$ cat src/rtl/timer_prog_seq.sv
// Command sequencer for one timer: expands START/STOP/RELOAD/READ into ordered
// register-bus accesses, shadows CTRL and turns the timer level IRQ into a sticky one.
module timer_prog_seq #(
    parameter int DW = 32
) (
    input  logic          CLK_I,
    input  logic          RST_I,
    input  logic          CMD_VLD,
    output logic          CMD_RDY,
    input  logic [1:0]    CMD_OP,
    input  logic [DW-1:0] CMD_VAL,
    input  logic [2:0]    CMD_CFG,
    output logic          RSP_VLD,
    output logic [DW-1:0] RSP_DAT,
    output logic [1:0]    ADD_O,
    output logic          WE_O,
    output logic [DW-1:0] DAT_O,
    input  logic [DW-1:0] DAT_I,
    input  logic          IRQ_I,
    input  logic          IRQ_ACK,
    output logic          IRQ_O
);

    localparam logic [1:0] OP_START  = 2'b00;
    localparam logic [1:0] OP_STOP   = 2'b01;
    localparam logic [1:0] OP_RELOAD = 2'b10;
    localparam logic [1:0] OP_READ   = 2'b11;

    localparam logic [1:0] A_CTRL   = 2'b00;
    localparam logic [1:0] A_PRESET = 2'b01;
    localparam logic [1:0] A_COUNT  = 2'b10;

    typedef enum logic [2:0] {
        IDLE, WR_STOP, WR_PRESET, WR_CTRL, WR_COUNT, RD_COUNT, RSP
    } state_t;

    state_t        state, state_nxt;
    logic [DW-1:0] val_q;
    logic [2:0]    cfg_q;
    logic [3:0]    shadow, sh_nxt;
    logic          we_q, we_nxt;
    logic [1:0]    add_q, add_nxt;
    logic [DW-1:0] dat_q, dat_nxt;
    logic          rsp_vld_q, rsp_nxt;
    logic [DW-1:0] rsp_dat_q;
    logic          irq_d, irq_pend;
    logic          accept, start_acc, rise;

    assign CMD_RDY   = RST_I && (state == IDLE);
    assign accept    = CMD_VLD && CMD_RDY;
    assign start_acc = accept && (CMD_OP == OP_START);
    assign rise      = IRQ_I && !irq_d;

    // Bus outputs are computed for the state being entered, then registered,
    // so each write state drives exactly one cycle of WE_O.
    always_comb begin
        state_nxt = state;
        sh_nxt    = shadow;
        we_nxt    = 1'b0;
        add_nxt   = A_CTRL;
        dat_nxt   = '0;
        rsp_nxt   = 1'b0;
        case (state)
            IDLE: begin
                if (accept) begin
                    case (CMD_OP)
                        OP_START: begin
                            state_nxt = WR_STOP;
                            we_nxt    = 1'b1;
                            dat_nxt   = {{(DW-4){1'b0}}, shadow[3:1], 1'b0};
                        end
                        OP_STOP: begin
                            state_nxt = WR_CTRL;
                            we_nxt    = 1'b1;
                            dat_nxt   = {{(DW-4){1'b0}}, shadow[3:1], 1'b0};
                            sh_nxt[0] = 1'b0;
                        end
                        OP_RELOAD: begin
                            state_nxt = WR_COUNT;
                            we_nxt    = 1'b1;
                            add_nxt   = A_COUNT;
                            dat_nxt   = CMD_VAL;
                        end
                        default: begin
                            state_nxt = RD_COUNT;
                            add_nxt   = A_COUNT;
                        end
                    endcase
                end
            end
            WR_STOP: begin
                state_nxt = WR_PRESET;
                we_nxt    = 1'b1;
                add_nxt   = A_PRESET;
                dat_nxt   = val_q;
            end
            WR_PRESET: begin
                state_nxt = WR_CTRL;
                we_nxt    = 1'b1;
                dat_nxt   = {{(DW-4){1'b0}}, cfg_q, 1'b1};
                sh_nxt    = {cfg_q, 1'b1};
            end
            WR_CTRL, WR_COUNT, RD_COUNT: begin
                state_nxt = RSP;
                rsp_nxt   = 1'b1;
            end
            RSP:     state_nxt = IDLE;
            default: state_nxt = IDLE;
        endcase
    end

    always_ff @(posedge CLK_I) begin
        if (!RST_I) begin
            state     <= IDLE;
            val_q     <= '0;
            cfg_q     <= '0;
            shadow    <= '0;
            we_q      <= 1'b0;
            add_q     <= A_CTRL;
            dat_q     <= '0;
            rsp_vld_q <= 1'b0;
            rsp_dat_q <= '0;
            irq_d     <= 1'b0;
            irq_pend  <= 1'b0;
        end else begin
            state     <= state_nxt;
            shadow    <= sh_nxt;
            we_q      <= we_nxt;
            add_q     <= add_nxt;
            dat_q     <= dat_nxt;
            rsp_vld_q <= rsp_nxt;
            irq_d     <= IRQ_I;
            // a fresh rise beats a simultaneous ACK or START clear
            irq_pend  <= rise || (irq_pend && !IRQ_ACK && !start_acc);
            if (accept) begin
                val_q <= CMD_VAL;
                cfg_q <= CMD_CFG;
            end
            if (rsp_nxt)
                rsp_dat_q <= (state == RD_COUNT) ? DAT_I : '0;
        end
    end

    assign WE_O    = we_q;
    assign ADD_O   = add_q;
    assign DAT_O   = dat_q;
    assign RSP_VLD = rsp_vld_q;
    assign RSP_DAT = rsp_dat_q;
    assign IRQ_O   = irq_pend;

endmodule

$ cat config.mk
export PLATFORM = sky130hd
export DESIGN_NAME = timer_prog_seq
export DESIGN_NICKNAME = d
export VERILOG_FILES = /design/src/rtl/timer_prog_seq.sv
export SDC_FILE = /design/constraint.sdc
export NUM_CORES = 1
export LEC_CHECK = 0
export ABC_AREA = 1
export BUFFER_PORTS_ARGS = -buffer_cell sky130_fd_sc_hd__buf_2
export CORE_MARGIN = 3
export CORE_UTILIZATION = 47
export CTS_BUF_LIST = sky130_fd_sc_hd__clkbuf_2
export DETAILED_ROUTE_END_ITERATION = 8
export GPL_TIMING_DRIVEN = 0
export PLACE_DENSITY_LB_ADDON = 0.05
export SYNTH_ARGS = -nofsm -noshare
export SYNTH_HDL_FRONTEND = slang
export SYNTH_SLANG_ARGS = --single-unit
export TNS_END_PERCENT = 30
$ cat constraint.sdc
create_clock -name CLK_I -period 1.29 [get_ports CLK_I]
set_clock_uncertainty 0.15 [all_clocks]
set_input_delay 0.258 -clock CLK_I [delete_from_list [all_inputs] [get_ports CLK_I]]
set_output_delay 0.258 -clock CLK_I [all_outputs]
set_load 0.03 [all_outputs]
Word-level counts from Yosys, hierarchy flattened
Cells that the tools add are included.
Word-level totals
  input bits: 74
  word-level logic and storage cells: 49
  output and inout port bits: 70
  register bits after elaboration: 111
Cells by class
  equality and inequality tests: 8
  reduce and logical (&&, ||, !) cells: 16
  multiplexer cells: 14
Operators with widths (count)
  32-bit one-hot mux with 3 select lines: 1
  32-bit two-way mux: 2
  32-bit one-hot mux with 2 select lines: 1
  3-bit one-hot mux with 4 select lines: 1
  3-bit one-hot mux with 3 select lines: 1
  3-bit by 2-bit equality test with 1-bit output (second input constant): 2
  3-bit equality test (second input constant): 2
  1-bit logical AND: 6
  3-bit OR reduction: 2
  2-bit two-way mux: 2
  2-bit one-hot mux with 2 select lines: 1
  2-bit OR reduction: 2
  3-bit by 1-bit equality test with 1-bit output (second input constant): 1
  1-bit logical NOT: 3
  3-bit logical NOT: 1
  1-bit two-way mux: 3
  3-bit two-way mux: 1
  2-bit by 1-bit equality test with 1-bit output (second input constant): 1
  2-bit equality test (second input constant): 1
  2-bit logical NOT: 1
  2-bit != test (second input constant): 1
  1-bit one-hot mux with 2 select lines: 1
  1-bit logical OR: 1

Depth between registers and ports, before layout
Gate-level depths: netlist of the first run.
  word-level depth: 7
  depth in mapped cells: 9
  mapped depth without buffers: 7

Worst setup path before layout of the first run
Ideal clock, no wire load.
  path type: register to register
  from: reg state[1]
  to: reg val_q[1]
  library setup time: 0.116 ns
  period minus slack after synthesis: 1.385 ns
  arrival: 1.119 ns
  stages on the path, launching flop included: 8
  path slack: -0.095 ns
  path buffers: 3
  path through: dfxtp_1 > buf_4 > nor2_8 > nand4_2 > buf_4 > buf_6 > nand3_1 > o21ai_1
On the way
  word-level cells in the longest chain between the ends: 3
RTL lines
  start, declared: RTL line 37  | state_t state, state_nxt;
  start signal, assigned: RTL line 126  | state <= state_nxt;
  3-bit logical NOT: RTL line 49  | assign CMD_RDY = RST_I && (state == IDLE);
  1-bit logical AND: RTL line 49
  1-bit logical AND: RTL line 50  | assign accept = CMD_VLD && CMD_RDY;
  end signal, assigned: RTL line 115  | val_q <= '0;
  end signal, assigned: RTL line 136  | val_q <= CMD_VAL;
  end, declared: RTL line 38  | logic [DW-1:0] val_q;
No other way between the ends.
A chain may end at the register's enable or synchronous reset.

Final worst setup path of the first run
  from: reg state[1]
  to: out CMD_RDY
On the way
  word-level cells in the longest chain between the ends: 2
RTL lines
  3-bit logical NOT: RTL line 49
  1-bit logical AND: RTL line 49
  end, declared: RTL line 9  | output logic CMD_RDY,
No other way between the ends.

==> results of run 1 <==
-- per-layer routing --
metal	global-route usage, %	routed length, um	up-vias
li1	-	-	2347
met1	31.94	6412	2272
met2	44.47	7920	266
met3	4.545	1248	61
met4	8.078	528	0
met5	0	0	-
-- cell usage in the layout (no fill, tap or decap), types with 2 or more instances in the layout --
master           n
nand2_1        128
nor2_1         109
buf_6           93
buf_2           77
dlygate4sd3_1   75
dfxtp_2         55
inv_1           41
dfxtp_1         39
a21oi_1         36
a21oi_2         33
nand2_2         30
nand2_4         25
buf_4           19
dfxtp_4         17
nand3_1         13
nor2_2          11
buf_8           11
clkbuf_2         9
clkbuf_1         8
nor2_4           5
o21ai_0          5
o21ai_1          3
nor2_8           2
inv_2            2
-- registers in the layout (all words and copies together), names as in the netlist --
signal / cells
IRQ_O: 1
cfg_q: 3
irq_d: 1
ADD_O: 2
RSP_VLD: 1
shadow: 3
DAT_O: 32
RSP_DAT: 32
state: 3
val_q: 32
WE_O: 1
-- power groups by stage --
stage	Combinational, uW	Sequential, uW	Clock (uW)
4_1_cts	2010	3800	1630
6_report	2630	3820	1630
3_5_place_dp	1510	3810	0
5_1_grt	2790	3840	1750
3_3_place_gp	1490	3800	0
2_1_floorplan	887	3970	0
-- metrics by stage --
step	power (uW)	hold WS [ps]	TNS, ps	utilization (%)	setup slack [ps]
after global routing	8385	21.31	-59650	85.18	-555.2
after CTS	7448	12.74	-42250	76.51	-515.6
after floorplan	4854	216.6	-1993	-	-48.97
after global placement	5296	295.5	-24500	58.89	-342.7
after detailed placement	5324	302.0	-26380	58.89	-357.1
final	8076	43.45	-49350	85.18	-488.9
-- critical path: stages, from the launching register on --
cell and delay [ps]:
dfxtp_4 430, nor2_8 120, nand3_4 80, inv_2 50, buf_6 120
-- kinds of logic after synthesis --
logic type / synth area share, %
DFF: 51.54
AOI/OAI and AO/OA: 9.489
buffers and inverters: 8.618
and+or+nand+nor: 30.35
-- path summary, 6_finish.rpt --
kind	start	to	slack [ps]
min	RST_I	IRQ_O$_SDFF_PN0_	40
max reg2reg	state[1]$_SDFFE_PN0P_	DAT_O[28]$_SDFF_PN0_	-490
max	state[1]$_SDFFE_PN0P_	CMD_RDY	-490
min reg2reg	irq_d$_SDFF_PN0_	IRQ_O$_SDFF_PN0_	330
-- cell type report --
class | instances | area share, %
clock buffers | 9 | 0.6005
well taps | 108 | 1.802
inverters | 44 | 2.235
multi-input cells | 406 | 29.06
repair buffers | 251 | 29.84
flip-flops and latches | 111 | 31.39
diodes | 1 | 0.03336
clock inverters | 6 | 0.9341
plain buffers | 33 | 4.103
-- timing repair --
action | 4_1_cts | 5_1_grt
hold endpoints to repair | 106 | 0
gates cloned | 3 | 6
hold buffers | 75 | 0
resized for setup | 242 | 187
pin swaps | 4 | 34
setup endpoints to repair | 179 | 180
setup buffers | 8 | 17
==> metrics, run 1 <==
share of the synthesized area in the top cell type=51.54%; drt first pass iters=5; Synth warnings=0; total wire length=16.11 mm; Finished Cell Area=7501 um2; sequential area share after synthesis=51.54%; placed cell area=5186 um2; Wirelength per Cell=16.63 um; Synth area leaders=dfxtp_1, nand2_1, nor2_1; die area=10360 um2; Tmin final=1779 ps; Skew-Pair Late Insertion Delay=560 ps; Hold Crit Depth=6; NetSw=2758 uW; DRC=0; antenna-violating nets left=0; Inst Count DP=847; Post-synth EDFFs=0; largest net degree at the start of global routing=19; Vias=4946; Max FO, Critical Path=2; Worst Setup End Kind=output port; Syn Inst Count=596; ys flop type=dfxtp_1; starting density of the core=48.96%; Core Region=8806 um2; Die H=101.8 um; final setup fails=180; Reg clk slew, reported paths=300 ps; most common cell in the netlist=nand2_1; clock tree buffer depth=2; #FFs+latches synth=111; CTS Root Cell=clkbuf_2; Crit path arrival time=1370 ps; power share of the sequential group=47.3%; first-pass GRT wire length=21.22 mm; total global routing overflow=0; switch share=34.15%; multi-input logic area=2180 um2; post-synthesis cell type count=21; # rows=34; final hold vios=0; MaxCap Viol Count=0; fin crit share=137.9%; IO buf count=143; CTS Buf Count=9; Critical Path RT=880 ps; Mean Syn Cell Area=7.234 um2; Slew Limit Headroom=51.11%; Synth area leader=dfxtp_1; initial antenna violation count=1; vias in the first global route=4453; IO Count=144; share of cells above drive strength 1=46.63%; Area Overhead vs Synth=73.97%; CTS tree=yes; CP Launch Type=flop; Mapped Area=4312 um2; RSZ-0062 raised after global routing=yes; syn_nets=670; synth cell count leaders=nand2_1, nor2_1, dfxtp_1; FF/Latch Area=2355 um2; via-per-instance ratio=5.104; Setup CP Type=flop to output port; power share of the clock group=20.2%; Pleak=0.003073 uW; Die X-Extent=101.8 um; ys async rst share=0%; Slew @ Worst Pin=733.4 ps; CTS Sinks=111; Layout Cells excl Fill=969; power density cells=1077 nW/um2; hpwl dp=7.611 mm; logic gate share of total power=32.5%; Starting DRT DRC Count=300; fill count=473; Peak VDD IR=0.5641 mV; Hold WC Path Type=primary input to flop; GRT Total Usage=25.49%; Max Slew Vio Count=0; Fmax achieved=562.1 MHz; status=complete, but fails checks; failing checks=setup timing; Reg2Reg Depth=9; htree depth=3; Final GP Congestion=0.8176; PnR worst setup slack=-488.9 ps; Pint=5318 uW; Total Nets Final=930
No activity file was read; power rests on OpenSTA's default activity.
==> inputs of run 2 (changes only) <==
--- a/config.mk
+++ b/config.mk
@@ -6,11 +6,11 @@
 export NUM_CORES = 1
 export LEC_CHECK = 0
 export ABC_AREA = 1
-export BUFFER_PORTS_ARGS = -buffer_cell sky130_fd_sc_hd__buf_2
 export CORE_MARGIN = 3
 export CORE_UTILIZATION = 47
 export CTS_BUF_LIST = sky130_fd_sc_hd__clkbuf_2
 export DETAILED_ROUTE_END_ITERATION = 8
+export DONT_BUFFER_PORTS = 1
 export GPL_TIMING_DRIVEN = 0
 export PLACE_DENSITY_LB_ADDON = 0.05
 export SYNTH_ARGS = -nofsm -noshare
==> metrics, run 2 (synthesis gave the netlist of run 1 again) <==
fin crit share=135.7% (-2.2 points); initial antenna violation count=0 (-1); hpwl dp=7.190 mm (-5.5%); failing checks=hold timing, setup timing; Slew @ Worst Pin=637.1 ps (-96.37 ps); logic gate share of total power=24.6% (-7.9 points); Layout Utilization=68.07% (-17 points); antenna-violating nets left=0 (unchanged); CTS tree=yes; Worst path max stage delay=430 ps (about the same); Max Slew Vio Count=0 (unchanged); Vias=4011 (-19%); Wirelength per Cell=14.36 um (-14%); Starting DRT DRC Count=101 (-66%); via-per-instance ratio=4.909 (-3.8%); switch share=34.35% (+0.19 points); CP Launch Type=flop; Tmin final=1751 ps (-28.06 ps); Peak VDD IR=0.6020 mV (+6.7%); Pleak=0.002195 uW (-29%); IO buf count=0 (-100%); power share of the sequential group=54.7% (+7.4 points); largest net degree at the start of global routing=20 (+1); Fmax achieved=571.2 MHz (+1.6%); Area Overhead vs Synth=39.03%; RSZ-0062 raised after global routing=yes; # rows=34 (unchanged); Bufs and invs on worst path=1 (-1); drt first pass iters=4 (-1); CTS Sinks=111 (unchanged); status=complete, but fails checks; Final GP Congestion=0.7936 (-2.9%); Max FO, Critical Path=2 (unchanged); GRT Total Usage=20.99% (-4.5 points); vias in the first global route=3756 (-16%); Diodes inserted=0 (-1); fill count=743 (+57%); Hold WC Path Type=primary input to flop; setup TNS=-32830 ps (+16520 ps); placed cell area=4471 um2 (-14%); Slowest-stage cell, CP=dfxtp_4; CTS Buf Count=9 (unchanged); total wire length=11.74 mm (-27%); most frequent cells in the layout=nand2_1, nor2_1, dlygate4sd3_1, dfxtp_4, a21oi_1; CTS Root Cell=clkbuf_2; Core Region=8806 um2 (unchanged); Pint=4663 uW (-12%); total power draw=7103 uW (-12%); final hold vios=53 (+53); Total Nets Final=778 (-16%); power share of the clock group=20.7% (+0.5 points); WHS=-116.1 ps (-159.6 ps); IO Count=144 (unchanged); CP top delay family=flip-flops; total global routing overflow=0 (unchanged); Die X-Extent=101.8 um (unchanged); clock tree buffer depth=2 (unchanged); PnR worst setup slack=-460.8 ps (+28.06 ps); first-pass GRT wire length=17.37 mm (-18%); Critical Path RT=880 ps (about the same); power density cells=1185 nW/um2 (+10%); Finished Cell Area=5995 um2 (-20%); Worst Setup End Kind=output port; die area=10360 um2 (unchanged); Skew-Pair Late Insertion Delay=580 ps (+20 ps); Die H=101.8 um (unchanged); Reg clk slew, reported paths=290 ps (about the same); final setup fails=177 (-1.7%); Crit path arrival time=1340 ps (-30 ps); most common cell after layout, fill and taps aside=nand2_1; NetSw=2440 uW (-12%); starting density of the core=48.96% (unchanged); CP Cell Sequence=nor2_8 > nand3_4 > clkinvlp_4; # hold bufs at CTS=75 (unchanged); Setup CP Type=flop to output port; DRC=0 (unchanged); MaxCap Viol Count=0 (unchanged); Slew Limit Headroom=57.53% (+6.4 points); share of cells above drive strength 1=24.26% (-22 points); htree depth=3 (unchanged)
[run 2: changes by cell type in the layout (fill, tap and decap cells not counted), sizes merged]
cell      before  now
diode          1    0
clkbuf        18   21
clkinvlp       1    3
bufinv         1    0
buf          200   45
[run 2: timing repair]
item	in CTS	in global routing
resized for setup	173	36
pin swaps	4	4
endpoints found under the setup margin	177	180
endpoints found under the hold margin	106	56
cloned	2	5
buffers inserted	10	7
[run 2: power groups by stage]
stage	sequential [uW]	combinational [uW]	clock (uW)
after floorplan	3970	887	0
after CTS	3870	1570	1520
after global placement	3990	1120	0
after detailed placement	4000	1130	0
after global routing	3920	1900	1660
final	3890	1740	1470
[run 2: worst paths after layout]
path	slack (ps)	start	to	cells past startpoint
worst max-delay path	-460	state[1]$_SDFFE_PN0P_	CMD_RDY	3
worst min-delay path	-120	RST_I	IRQ_O$_SDFF_PN0_	4
worst max register to register	-270	state[1]$_SDFFE_PN0P_	DAT_O[31]$_SDFF_PN0_	7
worst min register to register	330	irq_d$_SDFF_PN0_	IRQ_O$_SDFF_PN0_	2
[run 2: stage by stage]
stage	hold WS (ps)	setup slack, ps	std cells
4_1_cts	-138.3	-503.0	806
2_1_floorplan	216.6	-48.97	596
5_1_grt	-107.6	-520.4	817
3_5_place_dp	230.6	-255.4	704
3_3_place_gp	226.5	-247.9	704
6_report	-116.1	-460.8	817
[run 2: final cells by class]
class	instances	area (um2)	area share, %
Buffer	33	264.0	4.404
Multi-Input combinational cell	406	1828	30.49
Sequential cell	111	2492	41.58
Timing Repair Buffer	99	1001	16.70
Clock buffer	9	45.04	0.7514
Inverter	44	173.9	2.901
Clock inverter	7	55.05	0.9184
Tap cell	108	135.1	2.254
[run 2: per-layer routing]
layer / share of wire [%] / GRT usage (%)
met5: 0 / 0
met2: 51 / 38.23
met1: 42 / 24.91
met4: 0.90 / 6.135
met3: 6.6 / 4.063
[run 2: worst reg2reg max path: stages, from the launching register on]
cell	delay [ps]
dfxtp_4	430
nor2_8	120
buf_4	200
nand4_4	170
buf_6	190
nor2_1	80
nor2_1	40
nor2_1	120
==> inputs of run 3 (changes only) <==
--- a/config.mk
+++ b/config.mk
@@ -6,14 +6,14 @@
 export NUM_CORES = 1
 export LEC_CHECK = 0
 export ABC_AREA = 1
-export CORE_MARGIN = 3
+export CORE_MARGIN = 10
 export CORE_UTILIZATION = 47
 export CTS_BUF_LIST = sky130_fd_sc_hd__clkbuf_2
 export DETAILED_ROUTE_END_ITERATION = 8
 export DONT_BUFFER_PORTS = 1
 export GPL_TIMING_DRIVEN = 0
 export PLACE_DENSITY_LB_ADDON = 0.05
+export SLEW_MARGIN = 20
 export SYNTH_ARGS = -nofsm -noshare
 export SYNTH_HDL_FRONTEND = slang
 export SYNTH_SLANG_ARGS = --single-unit
-export TNS_END_PERCENT = 30
==> metrics, run 3 (synthesis gave the netlist of run 1 again) <==
status=complete, but fails checks; failing checks=hold timing, setup timing; Layout Cells excl Fill=829 (+1.5%); GRT Total Usage=20.40% (-0.59 points); Fmax achieved=565.7 MHz (-0.96%); final setup fails=180 (+1.7%); clock tree buffer depth=2 (unchanged); antenna-violating nets left=0 (unchanged); Vias=4195 (+4.6%); drt first pass iters=4 (unchanged); largest net degree at the start of global routing=19 (-5.0%); IO buf count=0 (unchanged); CP top delay family=flip-flops; starting density of the core=48.96% (unchanged); htree depth=3 (unchanged); met3 WL=1.321 mm (+70%); MaxCap Viol Count=0 (unchanged); wire length on met2=7.037 mm (+18%); # rows=34 (unchanged); RR Endpoint=state[1]$_SDFFE_PN0P_; CTS Sinks=111 (unchanged); Total Nets Final=790 (+1.5%); initial antenna violation count=0 (unchanged); Critical Path RT=880 ps (about the same); IO Count=144 (unchanged); Skew-Pair Late Insertion Delay=580 ps (about the same); Reg clk slew, reported paths=290 ps (about the same); Die H=115.8 um (+14%); PnR worst setup slack=-477.7 ps (-16.89 ps); Peak VDD IR=0.5720 mV (-5.0%); HP Start=RST_I; Slowest-stage cell, CP=dfxtp_4; Hold Crit Depth=4 (unchanged); Wirelength per Cell=16.76 um (+17%); Bufs and invs on worst path=1 (unchanged); Crit path arrival time=1360 ps (+20 ps); Tmin final=1768 ps (+16.89 ps); WHS=-127.9 ps (-11.82 ps); CP Launch Type=flop; via-per-instance ratio=5.060 (+3.1%); Die X-Extent=115.8 um (+14%); Slew @ Worst Pin=710.7 ps (+73.67 ps); CP Cell Sequence=nor2_8 > nand3_4 > clkinvlp_4; DRC=0 (unchanged); Final GP Congestion=0.7846 (-1.1%); RSZ-0062 raised after global routing=yes; Core Region=8806 um2 (unchanged); CTS Buf Count=9 (unchanged); die area=13410 um2 (+29%); worst hold endpoint=IRQ_O$_SDFF_PN0_; Worst path max stage delay=430 ps (about the same); CTS Root Cell=clkbuf_2; Max FO, Critical Path=2 (unchanged); Hold WC Path Type=primary input to flop; CTS tree=yes; Starting DRT DRC Count=243 (+140%); Max Slew Vio Count=0 (unchanged); vias in the first global route=4373 (+16%); Area Overhead vs Synth=47.30%; Reg2Reg Depth=7 (unchanged); WL met1=5.320 mm (+9.1%); max layer used=met4; Pleak=0.002309 uW (+5.2%); Worst Setup End Kind=output port; # hold bufs at CTS=75 (unchanged); fin crit share=137.0% (+1.3 points); hpwl dp=8.374 mm (+16%); most frequent cells in the layout=nand2_1, nor2_1, dlygate4sd3_1, dfxtp_4, inv_1; final hold vios=33 (-38%); Diodes inserted=0 (unchanged); total wire length=13.89 mm (+18%); total global routing overflow=0 (unchanged); most common cell after layout, fill and taps aside=nand2_1; Inst Count DP=704 (unchanged); share of cells above drive strength 1=29.96% (+5.7 points); first-pass GRT wire length=22.05 mm (+27%); R2R Path Start=state[2]$_SDFFE_PN0P_; Setup CP Type=flop to output port; power density cells=1186 nW/um2 (about the same); Slew Limit Headroom=52.62% (-4.9 points); Reg2Reg Setup Slack=-360 ps (-90 ps)
==> run 3: cell count changes in the layout (fill, tap and decap cells not counted), moves of 3 or more <==
| cell | previous run | this run |
|---|---|---|
| nand2_2 | 3 | 10 |
| buf_8 | 3 | 7 |
| nand2_1 | 179 | 169 |
| buf_4 | 23 | 15 |
| nand3_1 | 13 | 10 |
| nor2_1 | 122 | 114 |
| nor2_2 | 0 | 8 |
| buf_6 | 15 | 27 |
| a21oi_2 | 20 | 31 |
| a21oi_1 | 49 | 38 |
==> run 3: area by class of cell <==
type / count / area [um2]
sequential: 111 / 2492
fill: 672 / 2455
multi-input combinational: 408 / 2001
timing repair buffer: 109 / 1151
buffer: 33 / 304.0
inverter: 44 / 173.9
tap: 108 / 135.1
clock inverter: 7 / 48.80
clock buffer: 9 / 45.04
==> run 3: worst max path at each step <==
stage                                     start                        to  slack (ps)  depth (start not counted)
after floorplan           state[1]$_SDFFE_PN0P_     val_q[1]$_SDFFE_PN0N_         -50                          7
after global placement    state[1]$_SDFFE_PN0P_           WE_O$_SDFF_PN0_        -230                          7
after detailed placement  state[0]$_SDFFE_PN0P_  RSP_DAT[26]$_SDFFE_PN0N_        -290                          7
after CTS                 state[0]$_SDFFE_PN0P_                   CMD_RDY        -520                          4
after global routing      state[2]$_SDFFE_PN0P_                   CMD_RDY        -540                          3
final                     state[2]$_SDFFE_PN0P_                   CMD_RDY        -480                          3
==> run 3: report_power, final <==
part | switching [uW] | internal (uW) | leakage [uW]
Sequential | 315 | 3580 | 0.000957
Clock | 1170 | 261 | 0.0000589
Combinational | 1150 | 1060 | 0.00129
==> run 3: worst reg2reg max path: cells and delay by family, from the launching register on <==
| family | cells | cell delay [ps] |
|---|---|---|
| flip-flops | 1 | 430 |
| AND/OR/NAND/NOR | 3 | 270 |
| buffers and inverters | 3 | 400 |
| AO/OA/AOI/OAI | 1 | 320 |
==> run 3: timing repair <==
item                                    4_1_cts  5_1_grt
setup buffers                                19        5
cloned                                       13        0
hold endpoints to repair                    106       52
pin swaps                                    11       11
endpoints found under the setup margin      179      180
gates resized for setup                     218       55
==> run 3: through the flow <==
step	setup TNS, ps	cell area (um2)	utilization (%)	power, uW	setup WS (ps)
floorplan	-1574	4337	-	4855	-48.93
global placement	-18640	4472	50.78	5114	-230.8
detailed placement	-21320	4472	50.78	5142	-292.5
CTS	-37450	6125	69.55	7371	-521.5
global route	-44090	6351	72.12	7921	-543.5
finish	-34440	6351	72.12	7531	-477.7
==> run 3: metal layers <==
layer / global-route usage (%) / up-vias
met5: 0 / -
met4: 6.839 / 0
met3: 6.563 / 21
met2: 36.86 / 137
met1: 21.99 / 1966
li1: - / 2071
